**src/rtl/ram_slot_pkg.sv**
```systemverilog
// ram_slot_pkg: shared constants for the DRAM slot arbiter and its refresh timer.
// Grant vectors are indexed by the GNT_* constants below.
package ram_slot_pkg;

  localparam logic [1:0] GNT_VID = 2'd0;
  localparam logic [1:0] GNT_SND = 2'd1;
  localparam logic [1:0] GNT_REF = 2'd2;
  localparam logic [1:0] GNT_CPU = 2'd3;

  localparam int NUM_GNT = 4;
  localparam int PHASE_W = 2;

  localparam int REFRESH_INTERVAL_DEF = 64;
  localparam int REF_MAX_PENDING_DEF  = 3;

  // One-hot grant vector for a single owner index.
  function automatic logic [NUM_GNT-1:0] gnt_onehot(input logic [1:0] idx);
    logic [NUM_GNT-1:0] base;
    base = 4'b0001;
    return base << idx;
  endfunction

endpackage

```
**src/rtl/ram_refresh_timer.sv**
```systemverilog
// ram_refresh_timer: counts shifter slots and keeps a saturating backlog of
// refresh requests. A wrap of the slot counter adds one to the backlog, a served
// refresh slot removes one; if both land on the same edge the backlog holds.
module ram_refresh_timer
  import ram_slot_pkg::*;
#(
  parameter int REFRESH_INTERVAL = REFRESH_INTERVAL_DEF,
  parameter int REF_MAX_PENDING  = REF_MAX_PENDING_DEF
) (
  input  logic       clk,
  input  logic       rst,
  input  logic       slot_tick,
  input  logic       ref_served,
  output logic [1:0] ref_pending
);

  localparam logic [7:0] WRAP_AT  = 8'(REFRESH_INTERVAL - 1);
  localparam logic [1:0] PEND_MAX = 2'(REF_MAX_PENDING);

  logic [7:0] slot_cnt_r;
  logic [1:0] pend_r;
  logic       wrap_s;

  assign wrap_s      = slot_tick & (slot_cnt_r == WRAP_AT);
  assign ref_pending = pend_r;

  // Shifter-slot counter, wrapping once per refresh interval.
  always_ff @(posedge clk or posedge rst) begin
    if (rst) begin
      slot_cnt_r <= 8'd0;
    end else if (wrap_s) begin
      slot_cnt_r <= 8'd0;
    end else if (slot_tick) begin
      slot_cnt_r <= slot_cnt_r + 8'd1;
    end else begin
      slot_cnt_r <= slot_cnt_r;
    end
  end

  // Refresh backlog: saturating up on wrap, down on a served refresh slot.
  always_ff @(posedge clk or posedge rst) begin
    if (rst) begin
      pend_r <= 2'd0;
    end else begin
      case ({wrap_s, ref_served})
        2'b10: pend_r <= (pend_r == PEND_MAX) ? pend_r : pend_r + 2'd1;
        2'b01: pend_r <= (pend_r == 2'd0) ? pend_r : pend_r - 2'd1;
        default: pend_r <= pend_r;
      endcase
    end
  end

endmodule

```
**src/rtl/ram_slot_arbiter.sv**
```systemverilog
// ram_slot_arbiter: splits the DRAM bus into 4-cycle slots, alternating
// shifter slots (video / sound / refresh) with CPU slots. The winner for a slot
// is chosen on the edge that closes the previous slot and held for all 4 phases.
// Optional feature macro: RAM_SLOT_CPU_FILL_EN (idle shifter slots go to the CPU).
module ram_slot_arbiter
  import ram_slot_pkg::*;
#(
  parameter int REFRESH_INTERVAL = REFRESH_INTERVAL_DEF,
  parameter int REF_MAX_PENDING  = REF_MAX_PENDING_DEF
) (
  input  logic               clk,
  input  logic               por,
  input  logic               vid_req,
  input  logic               snd_req,
  input  logic               sndon,
  input  logic               cpu_req,
  output logic               gnt_vid,
  output logic               gnt_snd,
  output logic               gnt_ref,
  output logic               gnt_cpu,
  output logic               vid_ack,
  output logic               snd_ack,
  output logic               cpu_ack,
  output logic               ram_cyc,
  output logic [PHASE_W-1:0] phase,
  output logic               slot_odd,
  output logic [1:0]         ref_pending
);

  localparam logic [1:0] REF_MAX_P = 2'(REF_MAX_PENDING);

  logic [PHASE_W-1:0] phase_r;
  logic               slot_odd_r;
  logic [NUM_GNT-1:0] gnt_r;
  logic [NUM_GNT-1:0] gnt_next_s;
  logic               vid_ack_r;
  logic               snd_ack_r;
  logic               cpu_ack_r;
  logic               ram_cyc_r;
  logic               slot_end_s;
  logic               shifter_tick_s;
  logic               ref_served_s;
  logic [1:0]         ref_pending_s;
  logic               ref_urgent_s;
  logic               ref_want_s;
  logic               snd_want_s;

  assign slot_end_s     = (phase_r == 2'd3);
  assign shifter_tick_s = slot_end_s & ~slot_odd_r;
  assign ref_served_s   = slot_end_s & gnt_r[GNT_REF];
  assign ref_urgent_s   = (ref_pending_s == REF_MAX_P);
  assign ref_want_s     = (ref_pending_s != 2'd0);
  assign snd_want_s     = snd_req & sndon;

  ram_refresh_timer #(
    .REFRESH_INTERVAL (REFRESH_INTERVAL),
    .REF_MAX_PENDING  (REF_MAX_PENDING)
  ) u_refresh (
    .clk         (clk),
    .rst         (por),
    .slot_tick   (shifter_tick_s),
    .ref_served  (ref_served_s),
    .ref_pending (ref_pending_s)
  );

  // Winner selection for the next slot; grants only change at a slot boundary.
  always_comb begin
    gnt_next_s = gnt_r;
    if (slot_end_s) begin
      if (slot_odd_r) begin
        // Next slot is a shifter slot.
        if (ref_urgent_s) begin
          gnt_next_s = gnt_onehot(GNT_REF);
        end else if (vid_req) begin
          gnt_next_s = gnt_onehot(GNT_VID);
        end else if (snd_want_s) begin
          gnt_next_s = gnt_onehot(GNT_SND);
        end else if (ref_want_s) begin
          gnt_next_s = gnt_onehot(GNT_REF);
`ifdef RAM_SLOT_CPU_FILL_EN
        end else if (cpu_req) begin
          gnt_next_s = gnt_onehot(GNT_CPU);
`endif
        end else begin
          gnt_next_s = 4'b0000;
        end
      end else begin
        // Next slot is a CPU slot.
        if (cpu_req) begin
          gnt_next_s = gnt_onehot(GNT_CPU);
        end else begin
          gnt_next_s = 4'b0000;
        end
      end
    end else begin
      gnt_next_s = gnt_r;
    end
  end

  // Phase/slot tracking, grant register, and the registered acks and RAS window.
  always_ff @(posedge clk or posedge por) begin
    if (por) begin
      phase_r    <= 2'd0;
      slot_odd_r <= 1'b0;
      gnt_r      <= 4'b0000;
      vid_ack_r  <= 1'b0;
      snd_ack_r  <= 1'b0;
      cpu_ack_r  <= 1'b0;
      ram_cyc_r  <= 1'b0;
    end else begin
      phase_r    <= phase_r + 2'd1;
      slot_odd_r <= slot_end_s ? ~slot_odd_r : slot_odd_r;
      gnt_r      <= gnt_next_s;
      // Acks become visible in phase 3, the last cycle of the granted slot.
      vid_ack_r  <= gnt_r[GNT_VID] & (phase_r == 2'd2);
      snd_ack_r  <= gnt_r[GNT_SND] & (phase_r == 2'd2);
      cpu_ack_r  <= gnt_r[GNT_CPU] & (phase_r == 2'd2);
      // RAS window covers phases 1 and 2 of a granted slot.
      ram_cyc_r  <= (|gnt_r) & ((phase_r == 2'd0) | (phase_r == 2'd1));
    end
  end

  assign gnt_vid     = gnt_r[GNT_VID];
  assign gnt_snd     = gnt_r[GNT_SND];
  assign gnt_ref     = gnt_r[GNT_REF];
  assign gnt_cpu     = gnt_r[GNT_CPU];
  assign vid_ack     = vid_ack_r;
  assign snd_ack     = snd_ack_r;
  assign cpu_ack     = cpu_ack_r;
  assign ram_cyc     = ram_cyc_r;
  assign phase       = phase_r;
  assign slot_odd    = slot_odd_r;
  assign ref_pending = ref_pending_s;

endmodule

```
**config.mk**
```make
export PLATFORM = sky130hd
export DESIGN_NAME = ram_slot_arbiter
export DESIGN_NICKNAME = d
export VERILOG_FILES = /design/src/rtl/ram_slot_pkg.sv /design/src/rtl/ram_refresh_timer.sv /design/src/rtl/ram_slot_arbiter.sv
export SDC_FILE = /design/constraint.sdc
export NUM_CORES = 1
export LEC_CHECK = 0
export ABC_AREA = 1
export CAP_MARGIN = 20
export CORE_MARGIN = 2
export CORE_UTILIZATION = 35
export DETAILED_ROUTE_END_ITERATION = 8
export PLACE_DENSITY = 0.54
export SLEW_MARGIN = 40
export SYNTH_ARGS = -nofsm -noshare
export SYNTH_HDL_FRONTEND = slang
export SYNTH_SLANG_ARGS = --single-unit
```
**constraint.sdc**
```tcl
create_clock -name clk -period 1.3 [get_ports clk]
set_input_delay 0.26 -clock clk [delete_from_list [all_inputs] [get_ports clk]]
set_output_delay 0.26 -clock clk [all_outputs]
set_load 0.02 [all_outputs]
```
**Yosys cells after proc, flatten, opt, wreduce, memory -nomap -nowiden**

Cells that the tools add are included.

- Word-level logic and storage cells: 50
- Output and inout bits: 13
- Register bits: 21

- Equality and inequality tests: 9
- Multiplexer cells: 11
- Add/sub/neg operators: 4
- Bitwise logic cells: 10
- Reduce and logical (&&, ||, !) cells: 7

Operators with widths:

| operator | count |
|---|---|
| $mux W8 | 2 |
| $mux W3 | 4 |
| $add A8 B1 Y8 const B | 1 |
| $and A1 B1 Y1 | 8 |
| $eq A2 B2 Y1 const B | 4 |
| $eq A8 B6 Y1 const B | 1 |
| $mux W4 | 2 |
| $reduce_bool A2 Y1 | 3 |
| $add A2 B1 Y2 const B | 2 |
| $eq A2 B1 Y1 const B | 2 |
| $logic_not A2 Y1 | 2 |
| $mux W2 | 2 |
| $ne A2 B2 Y1 const B | 2 |
| $pmux W2 S2 | 1 |
| $reduce_or A4 Y1 | 1 |
| $reduce_and A3 Y1 | 1 |
| $sub A2 B1 Y2 const B | 1 |
| $not A1 Y1 | 1 |
| $or A1 B1 Y1 | 1 |

**Depth between registers and ports, before layout**

Gate-level depths: netlist of run 1.

- Word-level depth: 6
- Gate-level depth with buffers: 9

**Modules after synthesis**

A second synthesis of run 1 with hierarchy kept.

- Cell total of the unflattened synthesis: 141
- Area, all modules: 1,101.1 um^2

By module, submodules not included:

| module | times used | cells each | area each (um^2) |
|---|---|---|---|
| ram_refresh_timer | 1 | 85 | 603.1 |
| ram_slot_arbiter | 1 | 56 | 498.0 |

**Worst setup path after synthesis of run 1**

Ideal clock, no wire load.

- Path type: register to register
- Start: register phase_r[1], in the netlist phase[1]
- End: register u_refresh.slot_cnt_r[4]
- Cell stages (with the launch flop): 7
- Data required time: 1.177 ns
- Arrival time: 1.230 ns
- Setup time: 0.123 ns
- Setup slack: -0.053 ns
- Path buffers: 1
- Path through: dfrtp_1 ha_1 buf_6 inv_2 nor2_2 nand4_1 xnor2_1

- Cells in the longest elaborated chain, start to end: 4
- Elaborated cells between the ends (all ways): 5

RTL lines:

| element | RTL line | text |
|---|---|---|
| from (decl) | ram_slot_arbiter.sv:32 | `logic [PHASE_W-1:0] phase_r;` |
| from (signal assigned) | ram_slot_arbiter.sv:111 | `phase_r <= phase_r + 2'd1;` |
| $eq A2 B2 Y1 (*) | ram_slot_arbiter.sv:48 | `assign slot_end_s = (phase_r == 2'd3);` |
| $and A1 B1 Y1 (*) | ram_slot_arbiter.sv:49 | `assign shifter_tick_s = slot_end_s & ~slot_odd_r;` |
| $and A1 B1 Y1 | ram_refresh_timer.sv:24 | `assign wrap_s = slot_tick & (slot_cnt_r == WRAP_AT);` |
| $mux W8 / $reduce_bool A2 Y1 (equally long branches) | n/a |  |
| to (signal assigned) | ram_refresh_timer.sv:34 | `slot_cnt_r <= slot_cnt_r + 8'd1;` |
| to (signal assigned) | ram_refresh_timer.sv:36 | `slot_cnt_r <= slot_cnt_r;` |
| to (decl) | ram_refresh_timer.sv:20 | `logic [7:0] slot_cnt_r;` |

Every way passes the cells marked *; elsewhere a longest branch is shown, timed or not.
A chain may end at the register's enable or synchronous reset.

**Worst setup path in the final report of run 1**

- Start: register vid_ack_r, in the netlist vid_ack
- End: output vid_ack

RTL lines:

| element | RTL line | text |
|---|---|---|
| from (decl) | ram_slot_arbiter.sv:36 | `logic vid_ack_r;` |
| from (signal assigned) | ram_slot_arbiter.sv:115 | `vid_ack_r <= gnt_r[GNT_VID] & (phase_r == 2'd2);` |
| to (decl) | ram_slot_arbiter.sv:21 | `output logic vid_ack,` |

No word-level cell between the ends.

==> impl_metrics.yaml, run 1 <==
synthesis:
  synth_edf_count: 0
  synthTopCellsByCount: "nand2_1, inv_1, dfrtp_1"
  ys_types: 20
  synthFlopType: "dfrtp_1"
  synthCells: 130
  async_flop_share: 1.00
  synth.top_cell.area_share: 0.494
  synth_area_um2: 1060
  yosys_warnings: 0
  synth_area_leader_cell: "dfrtp_1"
  yosysMostFrequentCell: "nand2_1"
  ys_seq_area_frac: 0.494
  yosys-top-cells-area: "dfrtp_1, nand2_1, inv_1"
  avgSynthCellArea_um2: 8.18
  ys_seq_elements: 21
  synthesis.nets: 141
layout:
  final_nets: 173
  layout.cells.non_filler: 194
  post-route-util: 0.457
  insertedDiodeCount: 0
  drive_gt1_frac: 0.193
  area_growth_pct: 27.9
clock_tree:
  cts_made_buffers: 3
  insertion_delay_ns: 0.29
  cts-root-buf: "clkbuf_4"
  ctsHoldBuffers: 0
  cts_sinks: 21
  clock_path_buffers: 2
  cts_tree: "yes"
  htreeDepth: 1
  clk_pin_slew_worst_paths_ns: 0.11
power_and_ir_drop:
  pwr-share-comb: 0.050
  p_sw_w: 0.000213
  p_int_w: 0.000799
  p_clk_frac: 0.298
  p_per_area_nw_per_um2: 744
  netSwitchingFraction: 0.210
  power_w: 0.00101
  vdd_drop_max_mv: 0.306
  p_leak_nw: 0.739
  seqPwrFrac: 0.652
worst_setup_path:
  critPathMaxFanout: 1
  r2r_cells: 8
  critical_path_buf_inv_count: 1
  crit_slowest_cell: "dfrtp_1"
  r2r-start: "u_refresh.slot_cnt_r[1]"
  cpPeakStageDelay_ns: 0.38
  r2r-end: "u_refresh.slot_cnt_r[6]"
  path_delay_family: "flip-flops"
  worstPathRequired_ns: 1.04
  endpoint_kind: "primary output"
  start_kind: "flop"
  cp_cell_sequence: "dlygate4sd2_1"
  worstPathArrival_ns: 0.98
  rrSetupSlack_ns: 0.10
  worstSetupPathType: "flop to primary output"
sta:
  hold_slack_ns: 0.282
  finalCritPeriodShare: 0.956
  fin_setup_tns_ns: 0
  maxClockFrequency_mhz: 805
  slew_violations: 0
  hold_viol: 0
  fin_skew_ns: 0.00198
  max_slew_margin: 0.822
  worst_pin_slew_ns: 0.267
  rsz0062_at_grt: "false"
  setup_violations: 0
  min_period_ns: 1.24
drt:
  first_pass_iters: 4
  drt_wl_total_um: 2040
  route.detailed.drc: 0
  drt_iter0_drc: 17
  ant_nets: 0
  route.vias.total: 875
  via_per_inst: 4.51
  avgRoutedWirePerCell_um: 10.5
die:
  die_w_um: 59.1
  core_area_um2: 2980
  pin_count: 19
  dieHeight_um: 59.1
  num_rows: 20
  dieArea_um2: 3500
  initial_core_util: 0.357
job:
  cap_violations: 0
grt:
  grt_pass1_vias: 835
  grt-ovfl-total: 0
  grt.total_usage: 0.131
  antenna_found_initial: 0
  grt_start_max_net_pins: 22
  grt_pass1_wl_um: 3480
placed_design:
  dp.cells: 188
  gp_congestion: 0.757
  dp_hpwl_um: 1590
  io_buffers: 18
min_path:
  min_path_type: "input pin to async pin"
status:
  status: "finished, final reports clean"
## worst max path at each step
stage,endpoint,slack (ns),start,cells after the start
floorplan,u_refresh.slot_cnt_r[4],0.03,phase[0],6
detailed placement,u_refresh.slot_cnt_r[6],0.04,phase[0],6
global placement,phase[0],0.07,phase[0],1
global route,gnt_ref,0.007,gnt_r[2],1
finish,vid_ack,0.06,vid_ack,1
CTS,phase[1],0.003,phase[1],1
## stage by stage
step	cell area, um^2	setup slack [ns]
floorplan	1070	0.0283
global placement	1340	0.0729
detailed placement	1340	0.0447
CTS	1360	0.00319
global route	1360	0.00692
finish	1360	0.0573
## layout by cell type, fill, tap and decap left out, drive strengths merged
cell / Yosys / final
nand2: 42 / 42
inv: 27 / 27
dfrtp: 21 / 21
buf: 1 / 11
nand3: 10 / 10
nor2: 9 / 9
clkbuf: 0 / 8
clkdlybuf4s50: 0 / 5
ha: 5 / 5
dlygate4sd2: 0 / 4
clkdlybuf4s15: 0 / 4
o21ai: 4 / 4
xnor2: 2 / 2
o21bai: 2 / 2
a21oi: 2 / 2
nand4: 2 / 2
o22ai: 2 / 2
a41oi: 1 / 1
## per-layer routing
metal	up-vias	track usage	share of wire
met5	-	0	0
met4	0	0.0682	0.0093
met3	2	0.0218	0.025
met2	10	0.211	0.49
met1	406	0.170	0.48
li1	457	-	-
## final cells by class
class | count | area [um^2]
Fill cell | 302 | 1620
Sequential cell | 21 | 528
Multi-Input combinational cell | 81 | 438
Timing Repair Buffer | 28 | 225
Inverter | 27 | 101
Tap cell | 33 | 41.3
Clock buffer | 4 | 26.3
## registers in the layout, indices dropped and copies added, names as in the netlist
signal and cells:
snd_ack 1, slot_odd 1, cpu_ack 1, gnt_r 4
ram_cyc 1, vid_ack 1, u_refresh.slot_cnt_r 8, phase 2
u_refresh.ref_pending 2
## what timing repair did
item | in CTS | in global routing
setup buffers | 0 | 2
setup endpoints to repair | 13 | 17
resized for setup | 19 | 10
cloned | 0 | 0
pin swaps | 0 | 0
## kinds of logic (layout without fill, tap and decap cells)
logic type / after synthesis / in the layout / synth area share
xor+xnor: 2 / 2 / 0.0165
fa+ha+maj: 5 / 5 / 0.0588
compound gates: 11 / 11 / 0.0623
flops: 21 / 21 / 0.494
simple gates: 63 / 63 / 0.262
buf+inv: 28 / 59 / 0.106
## power by group through the flow
| stage | clock (W) | combinational, W | sequential [W] |
|---|---|---|---|
| final | 0.000301 | 0.0000508 | 0.000660 |
| after global routing | 0.000341 | 0.0000563 | 0.000661 |
| after floorplan | 0 | 0.0000169 | 0.000679 |
| after detailed placement | 0 | 0.0000567 | 0.000673 |
| after CTS | 0.000320 | 0.0000541 | 0.000660 |
| after global placement | 0 | 0.0000560 | 0.000673 |
(Power assumes the default switching activity.)
==> inputs of run 2 (changes only) <==
Settings changed: ABC_AREA 1 to not set, CORE_MARGIN 2 to 1, PLACE_DENSITY 0.54 to 0.55.
==> run 2 against run 1 <==
Compared with the run above:
- the run now ends with setup timing left
- sequential cell count unchanged
- design area up 8.8%
- total power up 1.6%
- combinational power up 3.9%
- critical path type is now flop to flop
- largest cell class unchanged
- largest power group unchanged
- highest routed layer unchanged
==> impl_metrics.yaml, run 2 <==
synthesis:
  synthCells: 92
  synthFlopType: "dfrtp_1"
  avgSynthCellArea_um2: 10.7
  yosys_warnings: 0
  synthMuxAreaShare: 0.0102
  ys_types: 31
  synth_xor_area_frac: 0.0446
  ys_seq_area_frac: 0.535
  synth_area_leader_cell: "dfrtp_1"
  synthesis.nets: 103
  synth_area_um2: 982
  yosys-top-cells-area: "dfrtp_1, ha_1, nand2_1"
  async_flop_share: 1.00
  synth_edf_count: 0
  ys_seq_elements: 21
  synth.top_cell.area_share: 0.535
  synth_compound_area_frac: 0.103
  synthTopCellsByCount: "dfrtp_1, nand2_1, inv_1"
  synth_adder_area_share: 0.0739
  synth-simple-area-share: 0.194
  synth_top_family_by_area: "simple AND/OR/NAND/NOR gates"
  yosysMostFrequentCell: "dfrtp_1"
worst_setup_path:
  rrSetupSlack_ns: -0.33
  worstPathRequired_ns: 1.50
  r2r-start: "u_refresh.slot_cnt_r[1]"
  path_delay_family: "simple AND/OR/NAND/NOR gates"
  endpoint_kind: "flop"
  cpPeakStageDelay_ns: 0.40
  critPathMaxFanout: 2
  start_kind: "flop"
  critical_path_buf_inv_count: 1
  crit_path_start: "u_refresh.slot_cnt_r[1]"
  worstPathArrival_ns: 1.83
  cp_cell_sequence: "ha_2, or3b_4, buf_4, a211o_4, nand2_2, o31ai_2"
  worstSetupPathType: "flop to flop"
  crit_slowest_cell: "or3b_4"
drt:
  drt_wl_total_um: 2200
  avgRoutedWirePerCell_um: 12.9
  route.vias.total: 811
  ant_nets: 0
  route.detailed.drc: 0
  drt_iter0_drc: 10
  first_pass_iters: 4
  via_per_inst: 4.77
sta:
  maxClockFrequency_mhz: 613
  fin_skew_ns: 0.00168
  worst_pin_slew_ns: 0.279
  hold_viol: 0
  min_period_ns: 1.63
  slew_violations: 0
  setup_ws_ns: -0.330
  finalCritPeriodShare: 1.25
  max_slew_margin: 0.814
  setup_violations: 7
  hold_slack_ns: 0.279
  rsz0062_at_grt: "true"
layout:
  regMostFlops: "u_refresh.slot_cnt_r"
  layout.cells.most_common: "buf_4"
  insertedDiodeCount: 0
  reg_top3: "u_refresh.slot_cnt_r x8, gnt_r x4"
  final_nets: 152
  stdcell_area_um2: 1480
  layout.cells.non_filler: 170
  drive_gt1_frac: 0.393
  largest_register_ffs: 8
  area_growth_pct: 50.7
  layout_common_cells: "buf_4, dfrtp_1, nand2_1"
die:
  die_w_um: 55.0
  pin_count: 19
  core_area_um2: 2570
  dieHeight_um: 55.0
  num_rows: 18
  dieArea_um2: 3020
  initial_core_util: 0.383
status:
  violations: "setup timing"
  status: "finished with violations"
placed_design:
  dp.cells: 159
  dpl-instance-area_um2: 1370
  dp_hpwl_um: 1540
  gp_congestion: 0.689
  io_buffers: 18
power_and_ir_drop:
  p_leak_nw: 0.736
  p_per_area_nw_per_um2: 695
  vdd_drop_max_mv: 0.431
clock_tree:
  insertion_delay_ns: 0.30
  clock_path_buffers: 2
  ctsHoldBuffers: 0
  cts_sinks: 21
  clk_pin_slew_worst_paths_ns: 0.11
  cts_made_buffers: 3
  cts-root-buf: "clkbuf_4"
  cts_tree: "yes"
  htreeDepth: 1
grt:
  grt_start_max_net_pins: 22
  grtUsageMet3: 0.0246
  grt_util_met2: 0.269
  grt_pass1_vias: 781
  grt-ovfl-total: 0
  grt.met1_usage: 0.221
  antenna_found_initial: 0
  top_usage_layer: "met2"
  grt_pass1_wl_um: 3440
  grt.total_usage: 0.167
min_path:
  min_path_type: "input pin to async pin"
job:
  cap_violations: 0
## run 2: changes by cell type after synthesis, moves of 3 or more
cell,delta
and2_1,+3
inv_1,-14
inv_2,-4
nand2_1,-28
nand3_1,-4
nor2_1,-4
xor2_1,+3
## run 2: final timing paths
kind	cells after the start	end
setup / recovery	6	u_refresh.slot_cnt_r[5]
hold / removal	3	ram_cyc
setup reg to reg	6	u_refresh.slot_cnt_r[5]
hold reg to reg	1	vid_ack
max in group asynchronous	3	phase[1]
min in group clk	3	gnt_r[3]
## run 2: per-stage QoR
stage | util | setup TNS, ns | setup slack, ns | total power (W)
2_1_floorplan | - | -1.07 | -0.305 | 0.000695
3_3_place_gp | 0.535 | -1.37 | -0.288 | 0.000731
3_5_place_dp | 0.535 | -1.62 | -0.374 | 0.000731
4_1_cts | 0.557 | -1.67 | -0.371 | 0.00104
5_1_grt | 0.577 | -2.16 | -0.409 | 0.00107
6_report | 0.577 | -1.62 | -0.330 | 0.00103
## run 2: what timing repair did
item | 4_1_cts | 5_1_grt
setup endpoints to repair | 20 | 18
gates cloned | 0 | 0
gates resized for setup | 36 | 18
buffers inserted | 3 | 4
pin swaps | 1 | 8
## run 2: area by class of cell
| cell class | count | area, um^2 |
|---|---|---|
| Fill cell | 239 | 1090 |
| Sequential cell | 21 | 529 |
| Multi-Input combinational cell | 61 | 483 |
| Timing Repair Buffer | 45 | 370 |
| Tap cell | 30 | 37.5 |
| Inverter | 9 | 33.8 |
| Clock buffer | 4 | 26.3 |
## run 2: logic make-up after synthesis
| family | count (synthesis) |
|---|---|
| xor gates and xnor gates | 5 |
| DFF | 21 |
| buffers and inverters | 10 |
| AOI/OAI and AO/OA | 15 |
| and+or+nand+nor | 34 |
| muxes | 1 |
| adders and majority gates | 6 |
## run 2: where the power goes
part	switching (W)	internal, W
Sequential	0.00000232	0.000658
Combinational	0.0000282	0.0000246
Clock	0.000196	0.000120
Total	0.000226	0.000802
## run 2: routing by layer
| layer | up-vias | part of all wire |
|---|---|---|
| met4 | 0 | 0.0096 |
| met1 | 384 | 0.47 |
| met5 | - | 0 |
| met2 | 13 | 0.49 |
| met3 | 3 | 0.033 |
| li1 | 411 | - |
## run 2: tightest hold or removal path, stage by stage
cell             delay (ns)
clkdlybuf4s50_1        0.39
inv_1                  0.05
buf_4                  0.28
